--- config.mk ---
export PLATFORM = sky130hd
export DESIGN_NAME = spike_event_scheduler
export DESIGN_NICKNAME = d
export VERILOG_FILES = /design/src/rtl/spike_event_scheduler.sv
export SDC_FILE = /design/constraint.sdc
export NUM_CORES = 1
export LEC_CHECK = 0
export ABC_AREA = 1
export CORE_MARGIN = 5
export CORE_UTILIZATION = 45
export DETAILED_ROUTE_END_ITERATION = 10
export GPL_TIMING_DRIVEN = 0
export PLACE_DENSITY = 0.87
export SYNTH_ARGS = -nofsm -noshare
export SYNTH_HDL_FRONTEND = slang
export SYNTH_SLANG_ARGS = --single-unit
--- constraint.sdc ---
create_clock -name clk -period 6.1 [get_ports clk]
set_input_delay 0.61 -clock clk [delete_from_list [all_inputs] [get_ports clk]]
set_output_delay 0.61 -clock clk [all_outputs]
set_load 0.01 [all_outputs]
--- src/rtl/spike_event_scheduler.sv ---
// Queues spike axon indices and walks all target neurons per spike, adding each signed synapse weight into the neuron current field.
// Latency: first writeback 2 cycles after acceptance, then 1 neuron/cycle; spike_ready drops only when the FIFO is full; memories never stall.
module spike_event_scheduler #(
    parameter int NR_WIDTH     = 56,
    parameter int NR_I_WIDTH   = 16,
    parameter int SR_SYN_WIDTH = 4,
    parameter int N_NEURONS    = 16,
    parameter int AXON_WIDTH   = 4,
    parameter int FIFO_DEPTH   = 4,
    localparam int NIDX        = $clog2(N_NEURONS)
) (
    input  logic                       clk,
    input  logic                       rst_n,
    input  logic                       spike_valid,
    input  logic [AXON_WIDTH-1:0]      spike_axon,
    output logic                       spike_ready,
    output logic                       syn_rd_en,
    output logic [AXON_WIDTH+NIDX-1:0] syn_rd_addr,
    input  logic [SR_SYN_WIDTH-1:0]    syn_rd_data,
    output logic                       nr_rd_en,
    output logic [NIDX-1:0]            nr_rd_addr,
    input  logic [NR_WIDTH-1:0]        nr_rd_data,
    output logic                       nr_wr_en,
    output logic [NIDX-1:0]            nr_wr_addr,
    output logic [NR_WIDTH-1:0]        nr_wr_data,
    output logic                       busy
);

    localparam int PW = $clog2(FIFO_DEPTH);
    localparam int CW = PW + 1;

    typedef enum logic [1:0] {IDLE, RUN, TAIL} state_t;

    state_t                  state_q, state_d;
    logic [NIDX-1:0]         n_q, n_d;
    logic [AXON_WIDTH-1:0]   cur_axon_q, cur_axon_d;
    logic [AXON_WIDTH-1:0]   fifo_mem_q [FIFO_DEPTH];
    logic [AXON_WIDTH-1:0]   fifo_mem_d [FIFO_DEPTH];
    logic [PW-1:0]           wr_ptr_q, wr_ptr_d;
    logic [PW-1:0]           rd_ptr_q, rd_ptr_d;
    logic [CW-1:0]           count_q, count_d;
    logic                    wb_vld_q, wb_vld_d;
    logic [NIDX-1:0]         wb_idx_q, wb_idx_d;

    logic                    fifo_full;
    logic                    fifo_empty;
    logic                    push;
    logic                    pop;
    logic [NR_I_WIDTH-1:0]   weight_ext;
    logic [NR_I_WIDTH-1:0]   i_new;

    assign fifo_full   = (count_q == CW'(FIFO_DEPTH));
    assign fifo_empty  = (count_q == '0);
    assign spike_ready = !fifo_full;
    // A full FIFO refuses the push even if the FSM pops on the same edge.
    assign push        = spike_valid && !fifo_full;
    assign busy        = (state_q != IDLE) || !fifo_empty;

    always_comb begin
        state_d     = state_q;
        n_d         = n_q;
        cur_axon_d  = cur_axon_q;
        pop         = 1'b0;
        syn_rd_en   = 1'b0;
        nr_rd_en    = 1'b0;
        syn_rd_addr = '0;
        nr_rd_addr  = '0;
        case (state_q)
            IDLE: begin
                if (!fifo_empty) begin
                    pop        = 1'b1;
                    cur_axon_d = fifo_mem_q[rd_ptr_q];
                    n_d        = '0;
                    state_d    = RUN;
                end
            end
            RUN: begin
                syn_rd_en   = 1'b1;
                nr_rd_en    = 1'b1;
                syn_rd_addr = {cur_axon_q, n_q};
                nr_rd_addr  = n_q;
                n_d         = n_q + NIDX'(1);
                if (n_q == NIDX'(N_NEURONS - 1)) begin
                    // Chain straight into the next queued spike without a bubble.
                    if (!fifo_empty) begin
                        pop        = 1'b1;
                        cur_axon_d = fifo_mem_q[rd_ptr_q];
                        n_d        = '0;
                    end else begin
                        state_d = TAIL;
                    end
                end
            end
            TAIL:    state_d = IDLE;
            default: state_d = IDLE;
        endcase
    end

    always_comb begin
        fifo_mem_d = fifo_mem_q;
        wr_ptr_d   = wr_ptr_q;
        rd_ptr_d   = rd_ptr_q;
        count_d    = count_q;
        if (push) begin
            fifo_mem_d[wr_ptr_q] = spike_axon;
            wr_ptr_d             = wr_ptr_q + PW'(1);
        end
        if (pop) begin
            rd_ptr_d = rd_ptr_q + PW'(1);
        end
        case ({push, pop})
            2'b10:   count_d = count_q + CW'(1);
            2'b01:   count_d = count_q - CW'(1);
            default: count_d = count_q;
        endcase
    end

    always_comb begin
        wb_vld_d = (state_q == RUN);
        wb_idx_d = n_q;
    end

    // Read data arrives one cycle after the read; the add wraps modulo 2^NR_I_WIDTH.
    assign weight_ext = {{(NR_I_WIDTH - SR_SYN_WIDTH){syn_rd_data[SR_SYN_WIDTH-1]}}, syn_rd_data};
    assign i_new      = nr_rd_data[NR_I_WIDTH-1:0] + weight_ext;
    assign nr_wr_en   = wb_vld_q && (syn_rd_data != '0);
    assign nr_wr_addr = wb_idx_q;
    assign nr_wr_data = wb_vld_q ? {nr_rd_data[NR_WIDTH-1:NR_I_WIDTH], i_new} : '0;

    always_ff @(posedge clk or negedge rst_n) begin
        if (!rst_n) begin
            state_q    <= IDLE;
            n_q        <= '0;
            cur_axon_q <= '0;
            for (int i = 0; i < FIFO_DEPTH; i++) begin
                fifo_mem_q[i] <= '0;
            end
            wr_ptr_q   <= '0;
            rd_ptr_q   <= '0;
            count_q    <= '0;
            wb_vld_q   <= 1'b0;
            wb_idx_q   <= '0;
        end else begin
            state_q    <= state_d;
            n_q        <= n_d;
            cur_axon_q <= cur_axon_d;
            fifo_mem_q <= fifo_mem_d;
            wr_ptr_q   <= wr_ptr_d;
            rd_ptr_q   <= rd_ptr_d;
            count_q    <= count_d;
            wb_vld_q   <= wb_vld_d;
            wb_idx_q   <= wb_idx_d;
        end
    end

endmodule

======== After elaboration in Yosys (flattened, before gate mapping) ========
Cells that the tools add are included.
word-level totals
  register bits ........................... 38
  bits of input ports ..................... 67
  logic and storage cells ................. 71
cells by class
  $add $sub $neg .......................... 6
  $lt $le $gt $ge ......................... 3
  eq/ne operators ......................... 8
  mux-type cells .......................... 25
  bitwise gates (word level) .............. 2
  reduce and logical (&&, ||, !) cells .... 15
operators by type and width
  operator               number
  $mux W56               1
  $mux W4                9
  $add A16 B16 Y16       1
  $bwmux W16             1
  $pmux W4 S2            2
  $bmux W4 S2            1
  $demux W4 S2           1
  $mux W8                1
  $ge A3 B3 Y1 const B   2
  $mux W2                3
  $not A2 Y3             2
  $pmux W3 S2            1
  $reduce_bool A2 Y1     3
  $add A2 B1 Y2 const B  2
  $add A4 B1 Y4 const B  1
  $eq A2 B1 Y1 const B   2
  $eq A4 B4 Y1 const B   1
  $ne A2 B1 Y1 const B   2
  $pmux W2 S2            1
  $reduce_and A2 Y1      2
  $reduce_bool A4 Y1     1
  $add A3 B1 Y3 const B  1
  $eq A3 B3 Y1 const B   1
  $logic_and A1 B1 Y1    3
  other kinds (11)       14

======== Depth between registers and ports, before layout ========
Gate-level depths: netlist of the first run.
  depth in word-level cells ............... 7
  depth in mapped cells ................... 12
  mapped depth without buffers ............ 12

======== Worst setup path after synthesis of the first run ========
OpenSTA, ideal clock, no wires.
  path kind ............................... in2out
  from .................................... input port syn_rd_data[0]
  to ...................................... output port nr_wr_data[8]
  data arrival time ....................... 1.805 ns
  data required time ...................... 5.490 ns
  setup slack ............................. 3.685 ns
  stages .................................. 12
  path buffers ............................ 0
  cell sequence ........................... ha_1 -> inv_1 -> fa_1 -> inv_1 -> nand3_1 -> nand3_1 -> inv_1 -> nor2_1 -> nor2_1 -> nand2_1 -> nand2_1 -> nor2_1
between the ends
  cells in the longest elaborated chain, start to end .. 2
ends and longest elaborated chain
  item              line  RTL
  start, declared   19    input logic [SR_SYN_WIDTH-1:0] syn_rd_data,
  $add A16 B16 Y16  125   assign i_new = nr_rd_data[NR_I_WIDTH-1:0] + weight_ext;
  $mux W56          128   assign nr_wr_data = wb_vld_q ? {nr_rd_data[NR_WIDTH-1:NR_I_WIDTH], i_new} : '0;
  end, declared     25    output logic [NR_WIDTH-1:0] nr_wr_data,
No other way between the ends.

======== Worst setup path after layout of the first run ========
  from .................................... input port syn_rd_data[3]
  to ...................................... output port nr_wr_data[10]
The elaborated chain is that of the path after synthesis.

==> impl_metrics.toml, run 1 <==
[status]
status = "complete, no violations"

[synthesis]
netlist_area_um2 = 3080
netlist_instances = 474
synth-seq-area-share = 0.309
avgSynthCellArea_um2 = 6.49
synth_nets = 564
ys_ff_latch = 38
ys_types = 32
ys.warnings.count = 0

[drt]
wl_per_cell_um = 12.3
firstDrtPassIters = 7
num_vias = 3305
totalWireLength_mm = 8.69
drtIter0Drc = 78
antenna_left = 0
drc_errors = 0
vias_per_cell = 4.69

[pwr]
p_leak_nw = 2.61
design_power_total_mw = 1.57
ir_worst_vdd_uv = 364
p_per_area_nw_per_um2 = 330

[clock_network]
clk_latency_ps = 290
ctsResizeCount = 0
path_clk_slew_ps = 80
postCtsSetupBuffers = 0
hold_buffers = 0
clockBufferDepth = 2
cts-htree-levels = 2
cts_root_buffer = "clkbuf_8"
numCtsBuffers = 5
cts.sinks = 38
cts_tree = "yes"

[global_route]
grt_pass1_vias = 3198
grt_pass1_wl_mm = 14.5
grt_max_degree = 39
grt_overflow = 0
antenna_found_initial = 0
grt_usage = 0.203

[placement]
hpwl_mm = 7.08
io_buffers = 143
gp_congestion = 0.917
dp_cells = 697

[critical_path]
rr_worst_depth = 12
endpoint_kind = "primary output"
path_class = "in -> out"
crit_fanout = 14
worstPathArrival_ps = 3210
crit_start = "syn_rd_data[3]"
r2r_start = "n_q[0]"
rrSetupSlack_ps = 3630
required_ps = 5490
crit_path_end = "nr_wr_data[10]"
startpoint_type = "input pin"
regToRegEndpoint = "count_q[2]"

[timing]
clock.fmax_mhz = 262
relSlewSlack = 0.453
tns_ps = 0
drv_slew = 0
worst_pin_slew_ps = 821
hold_violations = 0
rsz0062_at_grt = "no"
finalSetupViolations = 0
fin_skew_ps = 9.42
fin_crit_sh = 0.626
fin_crit_ps = 3820

[floorplan]
row_count = 30
core-area_um2 = 6720
die-area_um2 = 8590
start_util = 0.458
die_h_um = 92.7
io_pins = 144
fp.dieW_um = 92.7

[layout]
area_delta_synth_final_pct = 54.1
fill_cells = 539
layout.nets = 714
drive_above_1_share = 0.0704
antennaDiodeCount = 0
stdcell_count = 705

[flow_run]
cap_violations = 0

[min_path]
worstHoldPathType = "in -> async"
worst min path at each step:
stage | start | end
2_1_floorplan | rst_n | count_q[0]
3_3_place_gp | n_q[1] | nr_wr_addr[1]
3_5_place_dp | n_q[2] | nr_wr_addr[2]
4_1_cts | rst_n | cur_axon_q[2]
5_1_grt | rst_n | wr_ptr_q[1]
6_report | rst_n | wr_ptr_q[1]
critical path: stages:
cell and delay, ps:
clkdlybuf4s50_1 850, ha_1 380, nand2_1 90, nand2_1 80
a21oi_1 120, nand2_1 140, nand2_1 110, nand2_1 50
nand2_1 50, inv_1 40, nor2_1 140, clkdlybuf4s50_1 560
synth_stat cells, drive strengths merged:
master  count  area, um2
buf        11       75.1
clkbuf      4       15.0
o32ai       1       8.76
ha         21        263
clkinv      1       3.75
nand3      14       80.1
nand2     153        599
inv       112        420
a21oi      19       98.9
nor2       35        134
nand4       2       12.5
xnor2       3       26.3
mux2i       4       40.0
or2         1       6.26
xor2        4       42.6
nand3b      2       15.0
nor3        5       25.0
and2        1       7.51
fa          2       40.0
o21ai      36        180
o22ai       5       31.3
dfrtp      38        951
flip-flops by register name, summed over array words and instances (netlist names):
register    cells
n_q             4
wr_ptr_q        2
wb_vld_q        1
count_q         3
state_q         2
nr_wr_addr      4
cur_axon_q      4
fifo_mem_q     16
rd_ptr_q        2
metrics by stage:
step / hold slack [ps] / utilization / area (um2) / setup slack (ps)
5_1_grt: 474 / 0.705 / 4740 / 2060
3_3_place_gp: 429 / 0.686 / 4610 / 2300
4_1_cts: 433 / 0.705 / 4740 / 2260
6_report: 404 / 0.705 / 4740 / 2280
3_5_place_dp: 443 / 0.685 / 4600 / 2280
2_1_floorplan: 314 / - / 3080 / 3680
power breakdown:
part           internal, mW  switching (mW)
logic                 0.435           0.440
registers             0.365          0.0683
clock network         0.164          0.0934
total                 0.964           0.602
cell type report:
class / count / area [um2] / area share
clock buffer: 5 / 68.8 / 0.0145
timing repair buffer: 143 / 1430 / 0.301
clock inverter: 3 / 68.8 / 0.0145
inverter: 113 / 424 / 0.0895
multi-input combinational: 308 / 1610 / 0.340
sequential: 38 / 951 / 0.201
buffer: 15 / 90.1 / 0.0190
tap: 80 / 100 / 0.0211
per-layer routing:
metal | part of all wire | up-vias | global-route usage
li1 | - | 1721 | -
met4 | 0.013 | 0 | 0.0488
met3 | 0.061 | 16 | 0.0382
met2 | 0.50 | 100 | 0.372
met1 | 0.42 | 1468 | 0.244
met5 | 0 | - | 0
cells in the final DEF (no fill, tap or decap), types with 2 or more instances in the layout:
cell type and count:
o21ai_0 32, o22ai_1 5, nand2_2 10, buf_4 6
bufinv_16 2, nand3_1 12, nand3_2 2, nand3b_1 2
a21oi_1 18, nor3_1 5, nand2_1 143, xnor2_1 3
inv_1 103, clkbuf_1 4, ha_1 21, nor2_1 34
clkbuf_8 5, o21ai_1 4, mux2i_1 4, dfrtp_1 38
fa_1 2, clkdlybuf4s50_1 142, buf_2 4, inv_2 9
xor2_1 3, nand4_1 2
cell families after synthesis:
family,Yosys count,share of synthesized area
AO/OA/AOI/OAI,61,0.104
AND/OR/NAND/NOR,213,0.286
XOR/XNOR,7,0.0224
flip-flops,38,0.309
adder cells (fa/ha/maj),23,0.0985
buffers and inverters,128,0.167
multiplexers,4,0.0130
Note: power is estimated with default switching activity, not from simulation.
==> inputs of run 2 (changes only) <==
Settings changed: CORE_UTILIZATION 45 to 42, PLACE_DENSITY 0.87 to 0.82.
Clock period 6.1 ns to 3.6 ns, I/O delays scaled along.
==> run 2 against run 1 <==
- flip-flop and latch count is the same
- highest routed layer unchanged
- final cell count up 2.7%
- worst setup slack worse by 2000 ps
- sequential power is 69% higher
- largest cell class unchanged
- die area up 6.4%
==> impl_metrics.toml, run 2 (synthesized netlist as in run 1, its figures left out) <==
[status]
status = "complete, no violations"

[timing]
fin_skew_ps = 7.68
fin_crit_sh = 0.926
worst_pin_slew_ps = 839
rsz0062_at_grt = "no"
relSlewSlack = 0.441
drv_slew = 0
clock.fmax_mhz = 300
finalSetupViolations = 0
hold_violations = 0
tns_ps = 0
fin_crit_ps = 3330

[layout]
layout_commonest_cell = "nand2_1"
regMostFlops = "fifo_mem_q"
final_cell_mix = "nand2_1 (143), clkdlybuf4s50_1 (142), inv_1 (103)"
drive_above_1_share = 0.0688
largest_register_ffs = 16
area_delta_synth_final_pct = 53.4
layout.nets = 714
stdcell_count = 724
antennaDiodeCount = 0

[critical_path]
required_ps = 3240
endpoint_kind = "primary output"
worstPathArrival_ps = 2970
path_class = "in -> out"
startpoint_type = "input pin"
crit_fanout = 14

[drt]
vias_per_cell = 4.51
firstDrtPassIters = 5
wl_per_cell_um = 11.8
drtIter0Drc = 105
drc_errors = 0
num_vias = 3264
totalWireLength_mm = 8.55
antenna_left = 0

[floorplan]
fp.dieW_um = 95.6
row_count = 31
die-area_um2 = 9130
start_util = 0.429
io_pins = 144
core-area_um2 = 7180
die_h_um = 95.6

[clock_network]
cts-htree-levels = 2
cts_root_buffer = "clkbuf_8"
postCtsSetupBuffers = 0
hold_buffers = 0
numCtsBuffers = 5
clockBufferDepth = 2
clk_latency_ps = 290
path_clk_slew_ps = 70
cts.sinks = 38
ctsResizeCount = 0
cts_tree = "yes"

[global_route]
grt_max_degree = 39
grt_pass1_wl_mm = 13.9
grt_pass1_vias = 3090
grt_overflow = 0
grt_usage = 0.188
antenna_found_initial = 0

[pwr]
ir_worst_vdd_uv = 483
p_leak_nw = 2.59
p_per_area_nw_per_um2 = 531

[min_path]
worstHoldPathType = "in -> async"

[placement]
gp_congestion = 0.863
io_buffers = 143
dp_cells = 716
hpwl_mm = 6.92

[flow_run]
cap_violations = 0
==> run 2: cell types whose count changed in the layout (fill, tap and decap cells not counted), sizes merged <==
cell    previous run  this run
bufinv             2         0
clkbuf             9        11
==> run 2: worst max-delay path, cell delays in order <==
cell and delay [ps]:
clkdlybuf4s50_1 860, ha_1 400, nand2_1 110, nand2_1 50, a21oi_1 120, nand2_1 140
nand2_1 110, nand2_1 50, nand2_1 50, inv_1 40, nor2_1 120, clkdlybuf4s50_1 560
==> run 2: layout make-up <==
cell class              instances  area [um2]
multi-input cells             308        1610
clock buffers                   7        86.3
repair buffers                143        1430
plain buffers                  15        90.1
flip-flops and latches         38         951
fillers                       603        2460
clock inverters                 1        5.00
inverters                     113         424
well taps                      99         124
==> run 2: metrics by stage <==
step | hold slack [ps] | area, um2 | utilization | worst slack (ps) | total power [mW]
2_1_floorplan | 64.4 | 3080 | - | 1490 | 1.55
3_3_place_gp | 423 | 4630 | 0.645 | 291 | 2.16
3_5_place_dp | 436 | 4630 | 0.645 | 270 | 2.21
4_1_cts | 189 | 4720 | 0.657 | 253 | 2.53
5_1_grt | 224 | 4720 | 0.657 | 7.82 | 2.73
6_report | 167 | 4720 | 0.657 | 265 | 2.51
==> run 2: final timing paths <==
kind,from,to,slack (ps),cells after the start
worst max-delay path,syn_rd_data[3],nr_wr_data[10],270,12
worst min-delay path,rst_n,fifo_mem_q[15],170,1
worst max register to register,n_q[0],count_q[2],1240,12
worst min register to register,n_q[1],nr_wr_addr[1],460,0
max in group asynchronous,rst_n,wb_vld_q,2890,1
min in group clk,n_q[1],nr_wr_addr[1],460,0
==> run 2: routing by layer <==
metal,global-route usage,up-vias,part of all wire
met1,0.236,1463,0.43
met5,0,-,0
met3,0.0292,11,0.040
met4,0.0498,0,0.015
met2,0.332,71,0.52
li1,-,1719,-
==> run 2: power by group <==
part | switching [mW] | internal, mW | leakage (nW) | total [mW]
combinational | 0.737 | 0.738 | 2.08 | 1.47
sequential | 0.114 | 0.620 | 0.460 | 0.733
clock | 0.143 | 0.154 | 0.0482 | 0.297
total | 0.994 | 1.51 | 2.59 | 2.51
